**config.mk**
```make
export PLATFORM = sky130hd
export DESIGN_NAME = pixel_row_collector_flat
export DESIGN_NICKNAME = d
export VERILOG_FILES = /design/src/rtl/pixel_row_collector_pkg.sv /design/src/rtl/pixel_row_collector_if.sv /design/src/rtl/pixel_row_collector_row_entry_fifo.sv /design/src/rtl/pixel_row_collector.sv /design/src/flat_wrapper.sv
export SDC_FILE = /design/constraint.sdc
export NUM_CORES = 1
export LEC_CHECK = 0
export BUFFER_PORTS_ARGS = -buffer_cell sky130_fd_sc_hd__buf_2
export CORE_ASPECT_RATIO = 0.9
export CORE_UTILIZATION = 55
export DETAILED_ROUTE_END_ITERATION = 6
export PLACE_DENSITY = 0.75
export SKIP_CTS_REPAIR_TIMING = 1
export SYNTH_ARGS = -nofsm -noshare
export SYNTH_HDL_FRONTEND = slang
export SYNTH_SLANG_ARGS = --single-unit
```
**constraint.sdc**
```tcl
create_clock -name CLK -period 5.9 [get_ports CLK]
set_clock_uncertainty 0.1 [all_clocks]
set_input_delay 1.475 -clock CLK [delete_from_list [all_inputs] [get_ports CLK]]
set_output_delay 1.475 -clock CLK [all_outputs]
set_load 0.02 [all_outputs]
```
**src/rtl/pixel_row_collector_pkg.sv**
```systemverilog
// Shared pixel-sensor geometry and the row-buffer entry layout for pixel_row_collector.
// Optional checksum (macro ROW_CHECKSUM_EN) uses chunk_xor from here.
package PixelSensorConfig;

    localparam int PIXEL_ARRAY_WIDTH  = 8;
    localparam int PIXEL_ARRAY_HEIGHT = 8;
    localparam int OUTPUT_BUS_WIDTH   = 2;
    localparam int PIXEL_BITS         = 8;

    localparam int CHUNKS         = PIXEL_ARRAY_WIDTH / OUTPUT_BUS_WIDTH;
    localparam int ROW_BITS       = PIXEL_ARRAY_WIDTH * PIXEL_BITS;
    localparam int BUS_BITS       = OUTPUT_BUS_WIDTH * PIXEL_BITS;
    localparam int INDEX_BITS     = (PIXEL_ARRAY_HEIGHT > 1) ? $clog2(PIXEL_ARRAY_HEIGHT) : 1;
    localparam int CHUNK_CNT_BITS = (CHUNKS > 1) ? $clog2(CHUNKS) : 1;

    typedef logic [PIXEL_BITS-1:0] pixel_t;

    typedef struct packed {
        logic [ROW_BITS-1:0]   data;
        logic [INDEX_BITS-1:0] index;
        logic                  first;
        logic                  last;
        pixel_t                checksum;
    } row_entry_t;

    typedef enum logic {
        IDLE    = 1'b0,
        COLLECT = 1'b1
    } collector_state_t;

    // XOR of every pixel in one bus chunk.
    function automatic pixel_t chunk_xor(input logic [BUS_BITS-1:0] chunk);
        pixel_t acc;
        acc = '0;
        for (int j = 0; j < OUTPUT_BUS_WIDTH; j++) begin
            acc = acc ^ chunk[j*PIXEL_BITS +: PIXEL_BITS];
        end
        return acc;
    endfunction

endpackage

```
**src/rtl/pixel_row_collector_if.sv**
```systemverilog
// Bus-side and row-side signals of pixel_row_collector; the collector is the slave,
// the upstream bus driver / row consumer is the master.
interface pixel_row_collector_if;
    import PixelSensorConfig::*;

    logic                  FRAME_SYNC;
    logic                  BUS_ACTIVE;
    logic [BUS_BITS-1:0]   DATA_IN;
    logic [ROW_BITS-1:0]   ROW_DATA;
    logic [INDEX_BITS-1:0] ROW_INDEX;
    logic                  ROW_FIRST;
    logic                  ROW_LAST;
    pixel_t                ROW_CHECKSUM;
    logic                  ROW_VALID;
    logic                  ROW_READY;
    logic                  OVERRUN;
    logic                  SHORT_ROW;

    modport master (
        output FRAME_SYNC, BUS_ACTIVE, DATA_IN, ROW_READY,
        input  ROW_DATA, ROW_INDEX, ROW_FIRST, ROW_LAST, ROW_CHECKSUM,
               ROW_VALID, OVERRUN, SHORT_ROW
    );

    modport slave (
        input  FRAME_SYNC, BUS_ACTIVE, DATA_IN, ROW_READY,
        output ROW_DATA, ROW_INDEX, ROW_FIRST, ROW_LAST, ROW_CHECKSUM,
               ROW_VALID, OVERRUN, SHORT_ROW
    );

endinterface

```
**src/rtl/pixel_row_collector_row_entry_fifo.sv**
```systemverilog
// Two-entry FIFO for completed rows: head is shown combinationally, pop on valid&ready.
// A push while full is ignored unless a pop happens in the same cycle.
module row_entry_fifo #(
    parameter int WIDTH = 8
) (
    input  logic             CLK,
    input  logic             RESET_N,
    input  logic             push,
    input  logic [WIDTH-1:0] push_data,
    output logic             out_valid,
    input  logic             out_ready,
    output logic [WIDTH-1:0] out_data,
    output logic             full
);

    logic [WIDTH-1:0] mem_reg [2];
    logic             rd_ptr_reg;
    logic             wr_ptr_reg;
    logic [1:0]       count_reg;
    logic [1:0]       count_next;
    logic             do_pop;
    logic             do_push;

    assign out_valid = (count_reg != 2'd0);
    assign full      = (count_reg == 2'd2);
    assign out_data  = mem_reg[rd_ptr_reg];
    assign do_pop    = out_valid & out_ready;
    assign do_push   = push & (~full | do_pop);

    genvar gi;
    generate
        for (gi = 0; gi < 2; gi++) begin : g_entry
            always_ff @(posedge CLK or negedge RESET_N) begin
                if (!RESET_N) begin
                    mem_reg[gi] <= '0;
                end else if (do_push && (wr_ptr_reg == 1'(gi))) begin
                    mem_reg[gi] <= push_data;
                end
            end
        end
    endgenerate

    always_comb begin
        count_next = count_reg;
        if (do_push && !do_pop) begin
            count_next = count_reg + 2'd1;
        end else if (do_pop && !do_push) begin
            count_next = count_reg - 2'd1;
        end
    end

    always_ff @(posedge CLK or negedge RESET_N) begin
        if (!RESET_N) begin
            rd_ptr_reg <= 1'b0;
            wr_ptr_reg <= 1'b0;
            count_reg  <= 2'd0;
        end else begin
            if (do_pop) begin
                rd_ptr_reg <= ~rd_ptr_reg;
            end
            if (do_push) begin
                wr_ptr_reg <= ~wr_ptr_reg;
            end
            count_reg <= count_next;
        end
    end

endmodule

```
**src/rtl/pixel_row_collector.sv**
```systemverilog
// Reassembles bus chunks into tagged pixel rows and queues them in a 2-entry row buffer.
// Define ROW_CHECKSUM_EN to store a per-row XOR checksum; otherwise ROW_CHECKSUM is 0.
module pixel_row_collector
    import PixelSensorConfig::*;
(
    input  logic                 CLK,
    input  logic                 RESET_N,
    pixel_row_collector_if.slave bus
);

    localparam logic [CHUNK_CNT_BITS-1:0] LAST_CHUNK = CHUNK_CNT_BITS'(CHUNKS - 1);
    localparam logic [INDEX_BITS-1:0]     LAST_ROW   = INDEX_BITS'(PIXEL_ARRAY_HEIGHT - 1);

    collector_state_t            state_reg;
    collector_state_t            state_next;
    logic [CHUNK_CNT_BITS-1:0]   chunk_cnt_reg;
    logic [CHUNK_CNT_BITS-1:0]   chunk_cnt_next;
    logic [INDEX_BITS-1:0]       row_index_reg;
    logic [INDEX_BITS-1:0]       row_index_next;
    logic [BUS_BITS-1:0]         chunk_reg [CHUNKS];
    logic                        short_row_reg;
    logic                        overrun_reg;

    logic [CHUNK_CNT_BITS-1:0]   chunk_sel;
    logic [INDEX_BITS-1:0]       index_sel;
    logic                        capture;
    logic                        row_done;
    logic                        short_evt;
    logic                        overrun_evt;

    logic [ROW_BITS-1:0]         row_assembled;
    pixel_t                      row_csum;
    row_entry_t                  push_entry;
    row_entry_t                  head_entry;
    logic [$bits(row_entry_t)-1:0] fifo_out_data;
    logic                        fifo_valid;
    logic                        fifo_full;

    // FSM: state register
    always_ff @(posedge CLK or negedge RESET_N) begin
        if (!RESET_N) begin
            state_reg <= IDLE;
        end else begin
            state_reg <= state_next;
        end
    end

    // FSM: next state; a frame sync restarts collection from scratch
    always_comb begin
        state_next = state_reg;
        if (bus.FRAME_SYNC) begin
            state_next = bus.BUS_ACTIVE ? COLLECT : IDLE;
        end else begin
            case (state_reg)
                IDLE:    if (bus.BUS_ACTIVE)  state_next = COLLECT;
                COLLECT: if (!bus.BUS_ACTIVE) state_next = IDLE;
                default: state_next = IDLE;
            endcase
        end
    end

    // FSM: outputs -- which chunk slot this cycle fills, and row events
    always_comb begin
        chunk_sel = '0;
        index_sel = row_index_reg;
        capture   = bus.BUS_ACTIVE;
        row_done  = 1'b0;
        short_evt = 1'b0;
        if (bus.FRAME_SYNC) begin
            index_sel = '0;
        end else if (state_reg == COLLECT) begin
            chunk_sel = chunk_cnt_reg;
            short_evt = !bus.BUS_ACTIVE && (chunk_cnt_reg != '0);
        end
        row_done = bus.BUS_ACTIVE && (chunk_sel == LAST_CHUNK);
    end

    always_comb begin
        chunk_cnt_next = '0;
        if (capture && !row_done) begin
            chunk_cnt_next = chunk_sel + CHUNK_CNT_BITS'(1);
        end
        row_index_next = index_sel;
        if (row_done) begin
            row_index_next = (index_sel == LAST_ROW) ? '0 : index_sel + INDEX_BITS'(1);
        end
    end

    always_ff @(posedge CLK or negedge RESET_N) begin
        if (!RESET_N) begin
            chunk_cnt_reg <= '0;
            row_index_reg <= '0;
            short_row_reg <= 1'b0;
            overrun_reg   <= 1'b0;
        end else begin
            chunk_cnt_reg <= chunk_cnt_next;
            row_index_reg <= row_index_next;
            if (short_evt) begin
                short_row_reg <= 1'b1;
            end
            if (overrun_evt) begin
                overrun_reg <= 1'b1;
            end
        end
    end

    // The completing chunk bypasses its slot so the row can be pushed on the same edge.
    genvar gi;
    generate
        for (gi = 0; gi < CHUNKS; gi++) begin : g_chunk
            always_ff @(posedge CLK or negedge RESET_N) begin
                if (!RESET_N) begin
                    chunk_reg[gi] <= '0;
                end else if (capture && (chunk_sel == CHUNK_CNT_BITS'(gi))) begin
                    chunk_reg[gi] <= bus.DATA_IN;
                end
            end

            assign row_assembled[gi*BUS_BITS +: BUS_BITS] =
                (chunk_sel == CHUNK_CNT_BITS'(gi)) ? bus.DATA_IN : chunk_reg[gi];
        end
    endgenerate

`ifdef ROW_CHECKSUM_EN
    pixel_t csum_reg;
    pixel_t csum_next;

    always_comb begin
        csum_next = ((chunk_sel == '0) ? '0 : csum_reg) ^ chunk_xor(bus.DATA_IN);
    end

    always_ff @(posedge CLK or negedge RESET_N) begin
        if (!RESET_N) begin
            csum_reg <= '0;
        end else if (capture) begin
            csum_reg <= csum_next;
        end
    end

    assign row_csum = csum_next;
`else
    assign row_csum = '0;
`endif

    always_comb begin
        push_entry          = '0;
        push_entry.data     = row_assembled;
        push_entry.index    = index_sel;
        push_entry.first    = (index_sel == '0);
        push_entry.last     = (index_sel == LAST_ROW);
        push_entry.checksum = row_csum;
    end

    assign overrun_evt = row_done && fifo_full && !(fifo_valid && bus.ROW_READY);

    row_entry_fifo #(
        .WIDTH($bits(row_entry_t))
    ) u_row_fifo (
        .CLK       (CLK),
        .RESET_N   (RESET_N),
        .push      (row_done),
        .push_data (push_entry),
        .out_valid (fifo_valid),
        .out_ready (bus.ROW_READY),
        .out_data  (fifo_out_data),
        .full      (fifo_full)
    );

    assign head_entry       = fifo_out_data;
    assign bus.ROW_DATA     = head_entry.data;
    assign bus.ROW_INDEX    = head_entry.index;
    assign bus.ROW_FIRST    = head_entry.first;
    assign bus.ROW_LAST     = head_entry.last;
    assign bus.ROW_CHECKSUM = head_entry.checksum;
    assign bus.ROW_VALID    = fifo_valid;
    assign bus.OVERRUN      = overrun_reg;
    assign bus.SHORT_ROW    = short_row_reg;

endmodule

```
**src/flat_wrapper.sv**
```systemverilog
// flat-port wrapper written by rule: the top's interface ports become plain ports
module pixel_row_collector_flat import PixelSensorConfig::*;
  (CLK, RESET_N, bus_FRAME_SYNC, bus_BUS_ACTIVE, bus_DATA_IN, bus_ROW_READY, bus_ROW_DATA, bus_ROW_INDEX, bus_ROW_FIRST, bus_ROW_LAST, bus_ROW_CHECKSUM, bus_ROW_VALID, bus_OVERRUN, bus_SHORT_ROW);
  pixel_row_collector_if bus_i ();
  input  logic CLK;
  input  logic RESET_N;
  input wire logic [$bits(bus_i.FRAME_SYNC)-1:0] bus_FRAME_SYNC;
  input wire logic [$bits(bus_i.BUS_ACTIVE)-1:0] bus_BUS_ACTIVE;
  input wire logic [$bits(bus_i.DATA_IN)-1:0] bus_DATA_IN;
  input wire logic [$bits(bus_i.ROW_READY)-1:0] bus_ROW_READY;
  output wire logic [$bits(bus_i.ROW_DATA)-1:0] bus_ROW_DATA;
  output wire logic [$bits(bus_i.ROW_INDEX)-1:0] bus_ROW_INDEX;
  output wire logic [$bits(bus_i.ROW_FIRST)-1:0] bus_ROW_FIRST;
  output wire logic [$bits(bus_i.ROW_LAST)-1:0] bus_ROW_LAST;
  output wire logic [$bits(bus_i.ROW_CHECKSUM)-1:0] bus_ROW_CHECKSUM;
  output wire logic [$bits(bus_i.ROW_VALID)-1:0] bus_ROW_VALID;
  output wire logic [$bits(bus_i.OVERRUN)-1:0] bus_OVERRUN;
  output wire logic [$bits(bus_i.SHORT_ROW)-1:0] bus_SHORT_ROW;
  assign bus_i.FRAME_SYNC = bus_FRAME_SYNC;
  assign bus_i.BUS_ACTIVE = bus_BUS_ACTIVE;
  assign bus_i.DATA_IN = bus_DATA_IN;
  assign bus_i.ROW_READY = bus_ROW_READY;
  assign bus_ROW_DATA = bus_i.ROW_DATA;
  assign bus_ROW_INDEX = bus_i.ROW_INDEX;
  assign bus_ROW_FIRST = bus_i.ROW_FIRST;
  assign bus_ROW_LAST = bus_i.ROW_LAST;
  assign bus_ROW_CHECKSUM = bus_i.ROW_CHECKSUM;
  assign bus_ROW_VALID = bus_i.ROW_VALID;
  assign bus_OVERRUN = bus_i.OVERRUN;
  assign bus_SHORT_ROW = bus_i.SHORT_ROW;
  pixel_row_collector u_core (.CLK(CLK), .RESET_N(RESET_N), .bus(bus_i));
endmodule
```
Word-level counts from Yosys, hierarchy flattened:

Index checks and enable logic that the tools add are counted.

* input port bits: 21
* output and inout bits: 80
* logic and storage cells: 72
* flip-flop bits (word level): 214

* order comparisons: 1
* add/subtract/negate cells: 4
* equality and inequality tests: 5
* bitwise operators: 7
* multiplexer cells: 18
* reductions and logical operators: 23

Operators with widths (number)
* 77-bit 2-to-1 mux: 3
* 16-bit 2-to-1 mux: 4
* 1-bit logical AND: 13
* 2-bit 2-to-1 mux: 5
* 3-bit 2-to-1 mux: 3
* 2-bit == test, second input constant: 3
* 2-bit nonzero test: 3
* 1-bit zero test: 5
* 2-bit by 1-bit adder with 2-bit output, second input constant: 2
* 3-bit by 1-bit adder with 3-bit output, second input constant: 1
* 3-bit == test, second input constant: 1
* 3-bit zero test: 1
* 1-bit 2-to-1 mux: 3
* 1-bit NOT: 3
* 1-bit bitwise AND: 2
* 2-bit by 1-bit == test with 1-bit output, second input constant: 1
* 2-bit greater-or-equal comparator, second input constant: 1
* 2-bit zero test: 1
* 1-bit NOT with 2-bit output: 1
* 2-bit by 1-bit subtractor with 2-bit output, second input constant: 1
* 1-bit OR: 1

Depth between registers and ports, before layout:

* depth after elaboration: 9
* mapped depth: 11
* gate-level depth less buffers: 9

Hierarchy:

Synthesis repeated with hierarchy kept, for this count alone.

* cell total of the unflattened synthesis: 715
* area total of the unflattened synthesis: 10453.8 µm²

By module, submodules not included
* row_entry_fifo: area each 6830.3 µm², instances 1, cells an instance 429, seq. area each 3953.8 µm²
* pixel_row_collector: area each 3623.5 µm², instances 1, cells an instance 286, seq. area each 1801.7 µm²

Worst setup path after synthesis:

No wires, ideal clock.

* path kind: input -> register
* start point: in bus_FRAME_SYNC
* end point: reg u_core.u_row_fifo.mem_reg[112] in the netlist's numbering
* setup time: 0.125 ns
* required time: 5.675 ns
* stages: 7
* slack: 2.616 ns
* arrival: 3.059 ns
* path buffers: 2
* cells stage by stage: nand3b_1 -> inv_1 -> ha_1 -> buf_2 -> clkbuf_1 -> mux2_2 -> mux2_2

* word-level cells in the longest chain between the ends: 5
* elaborated cells between the ends (all ways): 7
* those cells by class: eq/ne: 2; mux: 2; bitwise: 1; reduce/logical: 2

RTL lines
* start: declaration: RTL line flat_wrapper.sv:7 `input wire logic [$bits(bus_i.FRAME_SYNC)-1:0] bus_FRAME_SYNC;`
* 2-bit 2-to-1 mux *: RTL line pixel_row_collector.sv:69 `if (bus.FRAME_SYNC) begin`
* 2-bit == test: RTL line pixel_row_collector.sv:75 `row_done = bus.BUS_ACTIVE && (chunk_sel == LAST_CHUNK);`
* 1-bit logical AND: RTL line pixel_row_collector.sv:75
* 1-bit bitwise AND: RTL line pixel_row_collector_row_entry_fifo.sv:28 `assign do_push = push & (~full | do_pop);`
* 1-bit logical AND: RTL line pixel_row_collector_row_entry_fifo.sv:36 `end else if (do_push && (wr_ptr_reg == 1'(gi))) begin`
* end signal: indexed assignment: RTL line pixel_row_collector_row_entry_fifo.sv:37 `mem_reg[gi] <= push_data;`
* end: declaration: RTL line pixel_row_collector_row_entry_fifo.sv:16 `logic [WIDTH-1:0] mem_reg [2];`

Mark *: on every way between the ends. The rest lies on a longest branch, timed or not.
A chain may end at the register's enable or synchronous reset.

Worst setup path in the final report:

* start point: reg u_core.u_row_fifo.rd_ptr_reg
* end point: out bus_ROW_DATA[17]

* word-level cells in the longest chain between the ends: 4

RTL lines
* start: declaration: RTL line pixel_row_collector_row_entry_fifo.sv:17 `logic rd_ptr_reg;`
* start signal: assignment: RTL line pixel_row_collector_row_entry_fifo.sv:59 `rd_ptr_reg <= ~rd_ptr_reg;`
* 1-bit NOT with 2-bit output (implied by the code): RTL line pixel_row_collector_row_entry_fifo.sv:26 `assign out_data = mem_reg[rd_ptr_reg];`
* 77-bit 2-to-1 mux (implied by the code) (3 in series): RTL line pixel_row_collector_row_entry_fifo.sv:26
* end: declaration: RTL line flat_wrapper.sv:11 `output wire logic [$bits(bus_i.ROW_DATA)-1:0] bus_ROW_DATA;`

No other way between the ends. The select of a mux whose other input is x is not followed.

==> impl_metrics.py <==
metrics = {
    "clock_network": {
        "cts_sinks": 214,
        "worstSkewPairLatency_ps": 500,
        "cts_tree": "yes",
        "clk_pin_slew_worst_paths_ps": 60,
        "ctsHtreeMaxLevel": 1,
        "clock-root-buffer": "clkbuf_16",
        "numCtsBuffers": 23,
        "clockBufferDepth": 3,
    },
    "setup_path": {
        "path_depth": 3,
        "r2r_cells": 8,
        "rr_startpoint": "u_core.state_reg$_DFF_PN0_",
        "worstSetupEndpointType": "output port",
        "path_cells": "buf_4 -> mux2_2 -> buf_2",
        "path_class": "flop to output port",
        "critPathMaxStageDelay_ps": 810,
        "critical_path_peak_fanout": 45,
        "critPathRequiredTime_ps": 4320,
        "crit_arrival_ps": 2610,
        "startpoint_type": "flop",
        "reg2reg_to": "u_core.u_row_fifo.mem_reg[111]$_DFFE_PN0P_",
        "r2r_setup_slack_ps": 2810,
        "critPathBufInv": 2,
        "cp_top_family": "buffers and inverters",
        "cp_slowest_cell": "dfrtp_2",
    },
    "grt": {
        "antenna_found_initial": 0,
        "grt_pass1_wl_um": 32420,
        "grt_pass1_vias": 5871,
        "grt_max_degree": 114,
        "track_usage": 0.2299,
        "overflow": 0,
    },
    "floorplanning": {
        "dieWidth_um": 143.0,
        "dieArea_sq_um": 18440,
        "start_util": 0.5609,
        "die_y_um": 128.9,
        "fp-row-count": 46,
        "io_pins": 101,
        "core_sq_um": 17550,
    },
    "power_and_ir_drop": {
        "clock_power_share": 0.411,
        "switchingPower_uw": 848.9,
        "power.leakage_nw": 5.865,
        "p_per_area_nw_per_um2": 310.6,
        "p_comb_frac": 0.120,
        "power_frac_seq": 0.469,
        "ir_worst_vdd_v": 0.0003137,
        "internal_power_mw": 2.625,
        "swShare": 0.2443,
    },
    "drt": {
        "drt_iter0_markers": 222,
        "ant_nets": 0,
        "routed_wl_um": 20010,
        "routed_via_density": 5.580,
        "drcViolationCount": 0,
        "detail_route.wl_per_cell_um": 20.46,
        "vias": 5457,
        "drtPass1Iterations": 4,
    },
    "yosys": {
        "synth_fa_ha_area_frac": 0.01017,
        "synth_seq_cells": 214,
        "synth_warnings": 0,
        "synth.avg_cell_area_sq_um": 15.43,
        "synth_xor_area_frac": 0.005337,
        "synth_compound_area_frac": 0.001779,
        "seq_area_frac_synth": 0.5439,
        "postSynthCellCount": 638,
        "synth_area_sq_um": 9846,
        "muxShareOfSynthArea": 0.3919,
        "yosys-top-cells-area": "dfrtp_1 54%, mux2_2 36%, mux2_4 3.0%",
        "yosys.area_share.simple": 0.01652,
        "synth_top_area_share": 0.5439,
        "synth_top_family_by_area": "multiplexers",
        "synth_top_area_cell": "dfrtp_1",
        "yosysUniqueCellTypes": 30,
    },
    "timing": {
        "max_freq_mhz": 238.8,
        "tightest_slew_ps": 889.9,
        "setup_ws_ps": 1713,
        "rsz0062_at_grt": "no",
        "relSlewSlack": 0.4068,
        "finalCriticalPeriod_ps": 4187,
        "timing.final.max_slew_violations": 0,
        "fin_setup_tns_ps": 0,
        "hold_viol": 0,
        "finalCritPeriodShare": 0.7096,
        "setup_violations": 0,
    },
    "worst_hold_path": {
        "hold_class": "flop to flop",
        "hold_start": "u_core.bus.OVERRUN$_DFFE_PN0P_",
        "min_to": "u_core.bus.OVERRUN$_DFFE_PN0P_",
        "min_path_cells": 1,
    },
    "placement": {
        "io_buffer_count": 92,
        "dp_slack_ps": 1509,
        "gp_congestion": 0.7451,
        "hpwl_um": 12740,
    },
    "cells_and_area": {
        "diodes": 0,
        "largest_reg_flops": 138,
        "layout-area-overhead-vs-synth_pct": 13.61,
        "final_core_util": 0.6372,
        "nets": 754,
        "drive_gt1_frac": 0.6491,
    },
    "outcome": {
        "status": "complete, no violations",
    },
    "flow_run": {
        "drv_cap": 0,
    },
}
## Yosys cell counts
master,count
ha_1,8
clkbuf_1,10
mux2_2,316
or2_2,2
nand2b_1,1
nor2b_1,3
nor3b_1,1
a21o_1,1
and2_4,1
conb_1,1
xor2_1,3
buf_2,16
nor3b_4,1
nand2_1,5
nor3_4,1
mux2_4,20
nor2_1,2
buf_6,2
nand3b_4,1
buf_8,1
dfrtp_1,214
buf_12,1
and2_1,1
xnor2_1,3
inv_1,4
buf_4,14
nand3b_1,2
o21ai_0,1
nand2_2,1
a21oi_1,1
## cell type report
type | count | area, sq um
Sequential cell | 214 | 5356
Inverter | 4 | 15.01
Fill cell | 1313 | 6369
Clock inverter | 7 | 92.59
Clock buffer | 31 | 665.6
Timing Repair Buffer | 99 | 534.3
Multi-Input combinational cell | 383 | 4222
Tap cell | 240 | 300.3
## logic make-up after synthesis
| logic type | Yosys count |
|---|---|
| AOI/OAI and AO/OA | 3 |
| xor gates and xnor gates | 6 |
| adders and majority gates | 8 |
| buffers and inverters | 48 |
| DFF | 214 |
| muxes | 336 |
| other | 1 |
| and+or+nand+nor | 22 |
## layout by cell type, fill, tap and decap left out, types with 4 or more instances in the layout
master     netlist  final
mux2_4          20     20
clkbuf_16        0     23
buf_2           16     91
nand2_1          5      5
dfrtp_1        214    213
mux2_2         316    316
inv_1            4      4
ha_1             8      8
clkbuf_8         0      7
buf_4           14      6
conb_1           1      8
## layer usage
metal | global-route usage | wire [um]
met1 | 0.3187 | 9102
met5 | 0 | 0
met2 | 0.3905 | 9873
met4 | 0.04870 | 295
met3 | 0.02791 | 738
## worst max path at each step
stage	startpoint	end
floorplan	bus_FRAME_SYNC	u_core.u_row_fifo.mem_reg[112]$_DFFE_PN0P_
detailed placement	bus_FRAME_SYNC	u_core.u_row_fifo.mem_reg[99]$_DFFE_PN0P_
finish	u_core.u_row_fifo.rd_ptr_reg$_DFFE_PN0N_	bus_ROW_DATA[17]
CTS	u_core.u_row_fifo.rd_ptr_reg$_DFFE_PN0N_	bus_ROW_DATA[17]
global placement	bus_FRAME_SYNC	u_core.u_row_fifo.mem_reg[115]$_DFFE_PN0P_
global route	u_core.u_row_fifo.rd_ptr_reg$_DFFE_PN0N_	bus_ROW_DATA[33]
## stage by stage
| step | std cells | cell area [sq um] | total power, mW | hold WS (ps) |
|---|---|---|---|---|
| floorplan | 645 | 9872 | 1.937 | 355.7 |
| global placement | 940 | 10430 | 2.054 | 354.3 |
| detailed placement | 940 | 10430 | 2.078 | 372.1 |
| CTS | 978 | 11190 | 3.511 | 389.4 |
| global route | 978 | 11190 | 3.610 | 405.3 |
| finish | 978 | 11190 | 3.474 | 384.2 |
## power by group through the flow
stage / sequential, mW / combinational [mW] / clock [mW]
6_report: 1.63 / 0.417 / 1.43
5_1_grt: 1.64 / 0.453 / 1.52
4_1_cts: 1.63 / 0.423 / 1.46
3_5_place_dp: 1.65 / 0.423 / 0
3_3_place_gp: 1.65 / 0.408 / 0
2_1_floorplan: 1.60 / 0.335 / 0
Note: power is estimated with default switching activity, not from simulation.
